===== config.mk =====
export PLATFORM = sky130hd
export DESIGN_NAME = bt_msg_arbiter_flat
export DESIGN_NICKNAME = d
export VERILOG_FILES = /design/src/rtl/bt_msg_arbiter_if.sv /design/src/rtl/bt_msg_arbiter.sv /design/src/flat_wrapper.sv
export SDC_FILE = /design/constraint.sdc
export NUM_CORES = 1
export LEC_CHECK = 0
export CAP_MARGIN = 25
export CORE_AREA = 3 3 129 131
export DETAILED_ROUTE_END_ITERATION = 8
export DIE_AREA = 0 0 132 134
export PLACE_DENSITY_LB_ADDON = 0.25
export SLEW_MARGIN = 0
export SYNTH_ARGS = -nofsm -noshare
export SYNTH_HDL_FRONTEND = slang
export SYNTH_SLANG_ARGS = --single-unit

===== constraint.sdc =====
create_clock -name clk -period 2.1 [get_ports clk]
set_clock_uncertainty 0.1 [all_clocks]
set_input_delay 0.63 -clock clk [delete_from_list [all_inputs] [get_ports clk]]
set_output_delay 0.63 -clock clk [all_outputs]
set_load 0.05 [all_outputs]

===== src/rtl/bt_msg_arbiter_if.sv =====
`default_nettype none
// ============================================================================
// Module      : bt_msg_arbiter_if
// Description : Source request/message bus plus send_8byte sender handshake
//               as seen by bt_msg_arbiter.
// Revision    : 1.0 - initial release
// ============================================================================
interface bt_msg_arbiter_if;
    logic [3:0]   req;
    logic [255:0] msg_data;
    logic [3:0]   ack;
    logic [3:0]   sent;
    logic         send_en;
    logic [63:0]  send_data;
    logic         send_done;
    logic         busy;
    logic         timeout;

    modport master (
        input  req, msg_data, send_done,
        output ack, sent, send_en, send_data, busy, timeout
    );

    modport slave (
        output req, msg_data, send_done,
        input  ack, sent, send_en, send_data, busy, timeout
    );
endinterface
`default_nettype wire


===== src/rtl/bt_msg_arbiter.sv =====
`default_nettype none
// ============================================================================
// Module      : bt_msg_arbiter
// Description : Round-robin arbiter/sequencer feeding one 64-bit message at a
//               time to the send_8byte UART sender, with a post-message gap.
//               Optional watchdog in WAIT_DONE: define BT_ARB_TIMEOUT_EN.
// Revision    : 1.0 - initial release
// ============================================================================
module bt_msg_arbiter #(
    parameter int GAP_CYCLES     = 16,
    parameter int TIMEOUT_CYCLES = 1_000_000
) (
    input  wire logic        clk,
    input  wire logic        rst,
    bt_msg_arbiter_if.master bus
);
    localparam int c_GAP_W = (GAP_CYCLES > 0) ? $clog2(GAP_CYCLES + 1) : 1;

    typedef enum logic [1:0] {
        S_IDLE      = 2'd0,
        S_LAUNCH    = 2'd1,
        S_WAIT_DONE = 2'd2,
        S_GAP       = 2'd3
    } state_t;

    state_t             r_state, w_state_nxt;
    logic [1:0]         r_ptr, w_ptr_nxt;
    logic [1:0]         r_grant, w_grant_nxt;
    logic [63:0]        r_send_data, w_send_data_nxt;
    logic [3:0]         r_ack, w_ack_nxt;
    logic [3:0]         r_sent, w_sent_nxt;
    logic               r_send_en, w_send_en_nxt;
    logic               r_timeout, w_timeout_nxt;
    logic [c_GAP_W-1:0] r_gap_cnt, w_gap_cnt_nxt;
    logic               r_done_q;
    logic               w_done_rise;
    logic               w_wd_expired;
    logic               w_req_hit;
    logic [1:0]         w_req_sel;

    assign w_done_rise = bus.send_done & ~r_done_q;

    // First requester strictly after the last served source, wrapping at 4.
    always_comb begin
        w_req_hit = 1'b0;
        w_req_sel = r_ptr;
        for (int i = 1; i <= 4; i++) begin
            if (!w_req_hit && bus.req[r_ptr + 2'(i)]) begin
                w_req_hit = 1'b1;
                w_req_sel = r_ptr + 2'(i);
            end
        end
    end

`ifdef BT_ARB_TIMEOUT_EN
    localparam int c_WD_W = $clog2(TIMEOUT_CYCLES + 1);

    logic [c_WD_W-1:0] r_wd_cnt;

    always_ff @(posedge clk) begin
        if (rst || (r_state != S_WAIT_DONE)) begin
            r_wd_cnt <= '0;
        end else begin
            r_wd_cnt <= r_wd_cnt + c_WD_W'(1);
        end
    end

    assign w_wd_expired = (r_state == S_WAIT_DONE) &&
                          (r_wd_cnt == c_WD_W'(TIMEOUT_CYCLES - 1));
`else
    // No watchdog: the limit is never reached.
    assign w_wd_expired = (TIMEOUT_CYCLES < 0);
`endif

    always_comb begin
        w_state_nxt     = r_state;
        w_ptr_nxt       = r_ptr;
        w_grant_nxt     = r_grant;
        w_send_data_nxt = r_send_data;
        w_ack_nxt       = 4'b0000;
        w_sent_nxt      = 4'b0000;
        w_send_en_nxt   = r_send_en;
        w_timeout_nxt   = 1'b0;
        w_gap_cnt_nxt   = r_gap_cnt;
        case (r_state)
            S_IDLE: begin
                if (w_req_hit) begin
                    w_grant_nxt     = w_req_sel;
                    w_send_data_nxt = bus.msg_data[{w_req_sel, 6'd0} +: 64];
                    w_ack_nxt       = 4'b0001 << w_req_sel;
                    w_state_nxt     = S_LAUNCH;
                end
            end
            S_LAUNCH: begin
                w_send_en_nxt = 1'b1;
                w_state_nxt   = S_WAIT_DONE;
            end
            S_WAIT_DONE: begin
                if (w_done_rise) begin
                    w_send_en_nxt = 1'b0;
                    w_sent_nxt    = 4'b0001 << r_grant;
                    w_ptr_nxt     = r_grant;
                    w_gap_cnt_nxt = c_GAP_W'(GAP_CYCLES);
                    w_state_nxt   = S_GAP;
                end else if (w_wd_expired) begin
                    w_send_en_nxt = 1'b0;
                    w_timeout_nxt = 1'b1;
                    w_ptr_nxt     = r_grant;
                    w_gap_cnt_nxt = c_GAP_W'(GAP_CYCLES);
                    w_state_nxt   = S_GAP;
                end
            end
            S_GAP: begin
                // A loaded count of 0 or 1 both spend exactly one cycle here.
                if (r_gap_cnt <= c_GAP_W'(1)) begin
                    w_state_nxt = S_IDLE;
                end else begin
                    w_gap_cnt_nxt = r_gap_cnt - c_GAP_W'(1);
                end
            end
            default: begin
                w_state_nxt = S_IDLE;
            end
        endcase
    end

    always_ff @(posedge clk) begin
        if (rst) begin
            r_state     <= S_IDLE;
            r_ptr       <= 2'd3;
            r_grant     <= 2'd0;
            r_send_data <= 64'd0;
            r_ack       <= 4'b0000;
            r_sent      <= 4'b0000;
            r_send_en   <= 1'b0;
            r_timeout   <= 1'b0;
            r_gap_cnt   <= '0;
            r_done_q    <= 1'b0;
        end else begin
            r_state     <= w_state_nxt;
            r_ptr       <= w_ptr_nxt;
            r_grant     <= w_grant_nxt;
            r_send_data <= w_send_data_nxt;
            r_ack       <= w_ack_nxt;
            r_sent      <= w_sent_nxt;
            r_send_en   <= w_send_en_nxt;
            r_timeout   <= w_timeout_nxt;
            r_gap_cnt   <= w_gap_cnt_nxt;
            r_done_q    <= bus.send_done;
        end
    end

    assign bus.ack       = r_ack;
    assign bus.sent      = r_sent;
    assign bus.send_en   = r_send_en;
    assign bus.send_data = r_send_data;
    assign bus.busy      = (r_state != S_IDLE);
    assign bus.timeout   = r_timeout;
endmodule
`default_nettype wire


===== src/flat_wrapper.sv =====
// flat-port wrapper written by rule: the top's interface ports become plain ports
module bt_msg_arbiter_flat 
#(
    parameter int GAP_CYCLES     = 16,
    parameter int TIMEOUT_CYCLES = 1_000_000
)
  (clk, rst, bus_req, bus_msg_data, bus_send_done, bus_ack, bus_sent, bus_send_en, bus_send_data, bus_busy, bus_timeout);
  bt_msg_arbiter_if bus_i ();
  input  wire logic clk;
  input  wire logic rst;
  input wire logic [$bits(bus_i.req)-1:0] bus_req;
  input wire logic [$bits(bus_i.msg_data)-1:0] bus_msg_data;
  input wire logic [$bits(bus_i.send_done)-1:0] bus_send_done;
  output wire logic [$bits(bus_i.ack)-1:0] bus_ack;
  output wire logic [$bits(bus_i.sent)-1:0] bus_sent;
  output wire logic [$bits(bus_i.send_en)-1:0] bus_send_en;
  output wire logic [$bits(bus_i.send_data)-1:0] bus_send_data;
  output wire logic [$bits(bus_i.busy)-1:0] bus_busy;
  output wire logic [$bits(bus_i.timeout)-1:0] bus_timeout;
  assign bus_i.req = bus_req;
  assign bus_i.msg_data = bus_msg_data;
  assign bus_i.send_done = bus_send_done;
  assign bus_ack = bus_i.ack;
  assign bus_sent = bus_i.sent;
  assign bus_send_en = bus_i.send_en;
  assign bus_send_data = bus_i.send_data;
  assign bus_busy = bus_i.busy;
  assign bus_timeout = bus_i.timeout;
  bt_msg_arbiter #(.GAP_CYCLES(GAP_CYCLES), .TIMEOUT_CYCLES(TIMEOUT_CYCLES)) u_core (.clk(clk), .rst(rst), .bus(bus_i));
endmodule

==> results.md <==
- The per-cell routed wire length is ~18 microns.
- The count of buffers added on input and output ports is 336.
- The final RePlAce weighted congestion is between 0.8 and 0.9.
- The most used flip-flop cell after synthesis is sky130_fd_sc_hd__dfxtp_1.
- The floorplan step set the die width to ~130 microns.
- The largest area contributor in the netlist is sky130_fd_sc_hd__dfxtp_1.
- The critical path goes through dlygate4sd2_1 > buf_4 > nor3_1 > a31oi_2 > buf_4 > buf_12 > and3_1 > a211oi_1 > o31ai_1.
- The number of max-cap violations is 0.
- TritonCTS built the clock tree.
- The HPWL reported at the end of detailed placement is about 14000 microns.
- The average footprint of a synthesized cell is about 9.2 sq um.
- Setup repair after global routing left no endpoint under its margin.
- The fraction of layout cells with a size suffix above 1 is roughly 20%.
- The area growth from synthesis to layout is 93.68%.
- The core area is roughly 0.016 sq mm.
- For this configuration, the core starts out at a cell density of between 20% and 30%.
- The sequential-to-total area share from yosys stat is 36.41%.
- The flow ran to the end, and the final reports show no timing, DRC or antenna violations.
- The vertical die dimension is 134 microns.
- The final wirelength is 19490 microns.
- The clock root buffer is sky130_fd_sc_hd__clkbuf_16.
- The initial antenna violation count is 0.
- The ratio of routed vias to standard cells is between 4 and 5.
- The cell area power density is approximately 1100 mW/mm^2.
- After floorplanning, the core was divided into 46 placement rows.
- The delay of the slowest cell on the worst path is 260 ps.
- The area of the die is 0.01769 sq mm.
- The path type of the worst min-delay path is reg -> reg.
- The most instantiated library cell after synthesis is sky130_fd_sc_hd__mux2i_1.
- For the worst setup path, the data arrival time is around 2200 ps.
- The length of the first detailed-routing pass in iterations is 4.
- In the global route stage, overall resource usage came out at between 20% and 30%.
- During I/O placement, the number of pins put on the boundary was between 300 and 400.
- The global-route wire length before repair is between 20000 and 30000 microns.
- Across the VDD grid, the largest voltage drop is roughly 0.62 mV.
- After global routing the overflow that remains totals 0.
- In this run, synthesis inferred 0 flip-flops with an integrated enable.
- The total standard cell area after synthesis is roughly 0.0047 sq mm.
- The synthesis-stage register bit count is 85.
- The count of routing violations after the opening detailed-route iteration is slightly above 200.
- The number of H-tree branching levels is 3.
- The share of synthesized registers carrying an async set or reset is 0%.
- The top achievable clock speed is between 0.4 and 0.5 GHz.
- The final number of hold-violating endpoints was 0.
- The count of antenna diodes in the layout is 0.
- Summed over all cells, the static leakage comes to between 3 and 4 nW.
- For the worst setup path, the data required time is ~2200 ps.
- The gate count after technology mapping is between 500 and 600.
- The number of nets still failing antenna checks after routing is 0.
- The setup TNS after final layout is 0 ps.
- The count of warnings emitted by yosys is 0.
- The final critical delay including setup and external delays is 2050 ps.
- After the last flow step, the layout net total stands at between 1000 and 1500.
- In the synthesized netlist, the cells that appear most often are 97 x sky130_fd_sc_hd__mux2i_1, 85 x sky130_fd_sc_hd__dfxtp_1, 76 x sky130_fd_sc_hd__nand2_1.
- The post-route DRC violation count is 0.
- Final hold analysis gives a worst-case slack of around 360 ps.
- The number of global-route vias before repair is 5501.
- STA classifies the critical path startpoint as an input pin.
- When the netlist entered floorplanning its net count stood at between 700 and 800.
- The final period utilization is between 90% and 100%.
- The quantity of hold-fixing buffers added after cts is 0.
- In this design, the critical path's most frequently occurring cell is sky130_fd_sc_hd__buf_4.
- Once placement completed, the tool counted placed cells totaling about 1100.
- The highest-delay cell along the critical path is sky130_fd_sc_hd__dlygate4sd2_1.
- Of the post-synthesis cell area, the dominant cell type holds a little over a third.
- The number of setup violations in the final report is 0.
- The worst setup path is captured at a flop.
- The insertion delay to the later sink of the worst-skew pair is approximately 340 ps.
- The maximum clock path buffer count is 2.
- The number of sinks driven by the clock tree is between 80 and 90.
- The via count is 5339.
- Clock tree synthesis inserted a total of 9 buffers.
- Synthesis instantiated 42 different standard cells from the library.
- The final-report max-slew violation count is 0.
- Entering global routing, the biggest net connects 34 pins.
- The worst setup path is of the in -> reg kind.
- The post-route core utilization is between 50 and 60%.
- After clock tree synthesis, the clock-pin slew on the worst setup and hold paths is approximately 70 ps.
- After synthesis, the cell types taking the most area are sky130_fd_sc_hd__dfxtp_1 36%, sky130_fd_sc_hd__mux2i_1 21%, sky130_fd_sc_hd__o221ai_1 9.0%, sky130_fd_sc_hd__nand2_1 6.1%, sky130_fd_sc_hd__a211oi_1 5.3%.
- The top fanout value on the critical path is 13.
- The finished layout holds ~1100 standard cells, fillers aside.
final timing paths:
path,startpoint,endpoint,slack [ps],cells past startpoint
max,bus_req[2],u_core.bus.send_data[56],50,9
min,u_core.bus.send_data[47],u_core.bus.send_data[47],360,2
max reg2reg,u_core.r_ptr[1],u_core.bus.send_data[50],190,8
min reg2reg,u_core.bus.send_data[47],u_core.bus.send_data[47],360,2
power by group:
part           total, W  internal (W)  switching [W]
sequential      0.00247       0.00215       0.000319
clock           0.00162      0.000928       0.000691
combinational   0.00554       0.00228        0.00326
kinds of logic (layout without fill, tap and decap cells):
family / count (synthesis) / in the layout / synth area share, %
other: 1 / 1 / 0.08024
DFF: 85 / 85 / 36.41
adders and majority gates: 6 / 6 / 1.606
buffers and inverters: 52 / 411 / 5.703
and+or+nand+nor: 143 / 143 / 14.62
muxes: 97 / 97 / 20.78
AOI/OAI and AO/OA: 119 / 119 / 20.24
xor gates and xnor gates: 3 / 3 / 0.5624
cell type report:
type,instances,area [sq um]
Multi-Input combinational cell,369,2818
Inverter,8,30.03
Tap cell,216,270.3
Clock buffer,9,225.2
Clock inverter,7,75.07
Timing Repair Buffer,387,3930
Fill cell,1336,6661
Sequential cell,85,1703
through the flow:
step | setup slack [ps] | power [W] | cell area [sq um]
after floorplan | 1.515 | 0.005651 | 4673
after global placement | -639.1 | 0.007649 | 8412
after detailed placement | -707.9 | 0.007737 | 8412
after CTS | 1.388 | 0.009726 | 9029
after global routing | 0.5287 | 0.01009 | 9051
final | 49.56 | 0.009629 | 9051
cell usage in the layout (no fill, tap or decap), types with 3 or more instances in the layout:
cell type / count
sky130_fd_sc_hd__a211oi_1: 29
sky130_fd_sc_hd__a211oi_2: 4
sky130_fd_sc_hd__a21oi_1: 3
sky130_fd_sc_hd__and3_1: 32
sky130_fd_sc_hd__buf_12: 20
sky130_fd_sc_hd__buf_16: 4
sky130_fd_sc_hd__buf_4: 92
sky130_fd_sc_hd__buf_6: 8
sky130_fd_sc_hd__clkbuf_16: 9
sky130_fd_sc_hd__clkdlybuf4s50_1: 258
sky130_fd_sc_hd__clkinv_4: 3
sky130_fd_sc_hd__dfxtp_1: 84
sky130_fd_sc_hd__ha_1: 5
sky130_fd_sc_hd__inv_1: 6
sky130_fd_sc_hd__mux2i_1: 92
sky130_fd_sc_hd__mux2i_2: 3
sky130_fd_sc_hd__nand2_1: 75
sky130_fd_sc_hd__nand2b_1: 4
sky130_fd_sc_hd__nor2_1: 11
sky130_fd_sc_hd__nor2b_1: 4
sky130_fd_sc_hd__nor3_1: 4
sky130_fd_sc_hd__o21ai_0: 4
sky130_fd_sc_hd__o221ai_1: 48
sky130_fd_sc_hd__o31ai_1: 16
sky130_fd_sc_hd__xor2_1: 3
registers in the layout (all words and copies together), names as in the netlist:
register              flops
u_core.bus.send_en        1
u_core.r_done_q           1
u_core.bus.sent           4
u_core.r_grant            2
u_core.r_ptr              2
u_core.r_state            2
u_core.bus.send_data     64
u_core.bus.ack            4
u_core.r_gap_cnt          5
worst max-delay path, delay by kind of cell:
kind | cells | cell delay [ps]
AND/OR/NAND/NOR | 2 | 400
AO/OA/AOI/OAI | 3 | 410
buffers and inverters | 4 | 720
per-layer routing:
layer  track usage, %  wire [microns]  up-vias
met5                0               0        -
met4            7.701             472        0
met3            5.514            1395       27
met2            37.71           10200      217
met1            24.19            7419     2474
li1                 -               -     2621
repair_timing:
| action | CTS | global route |
|---|---|---|
| gates resized for setup | 29 | 18 |
| pin swaps | 5 | 5 |
| endpoints found under the setup margin | 71 | 53 |
| buffers inserted | 6 | 2 |
| gates cloned | 5 | 0 |
Note: power is estimated with default switching activity, not from simulation.
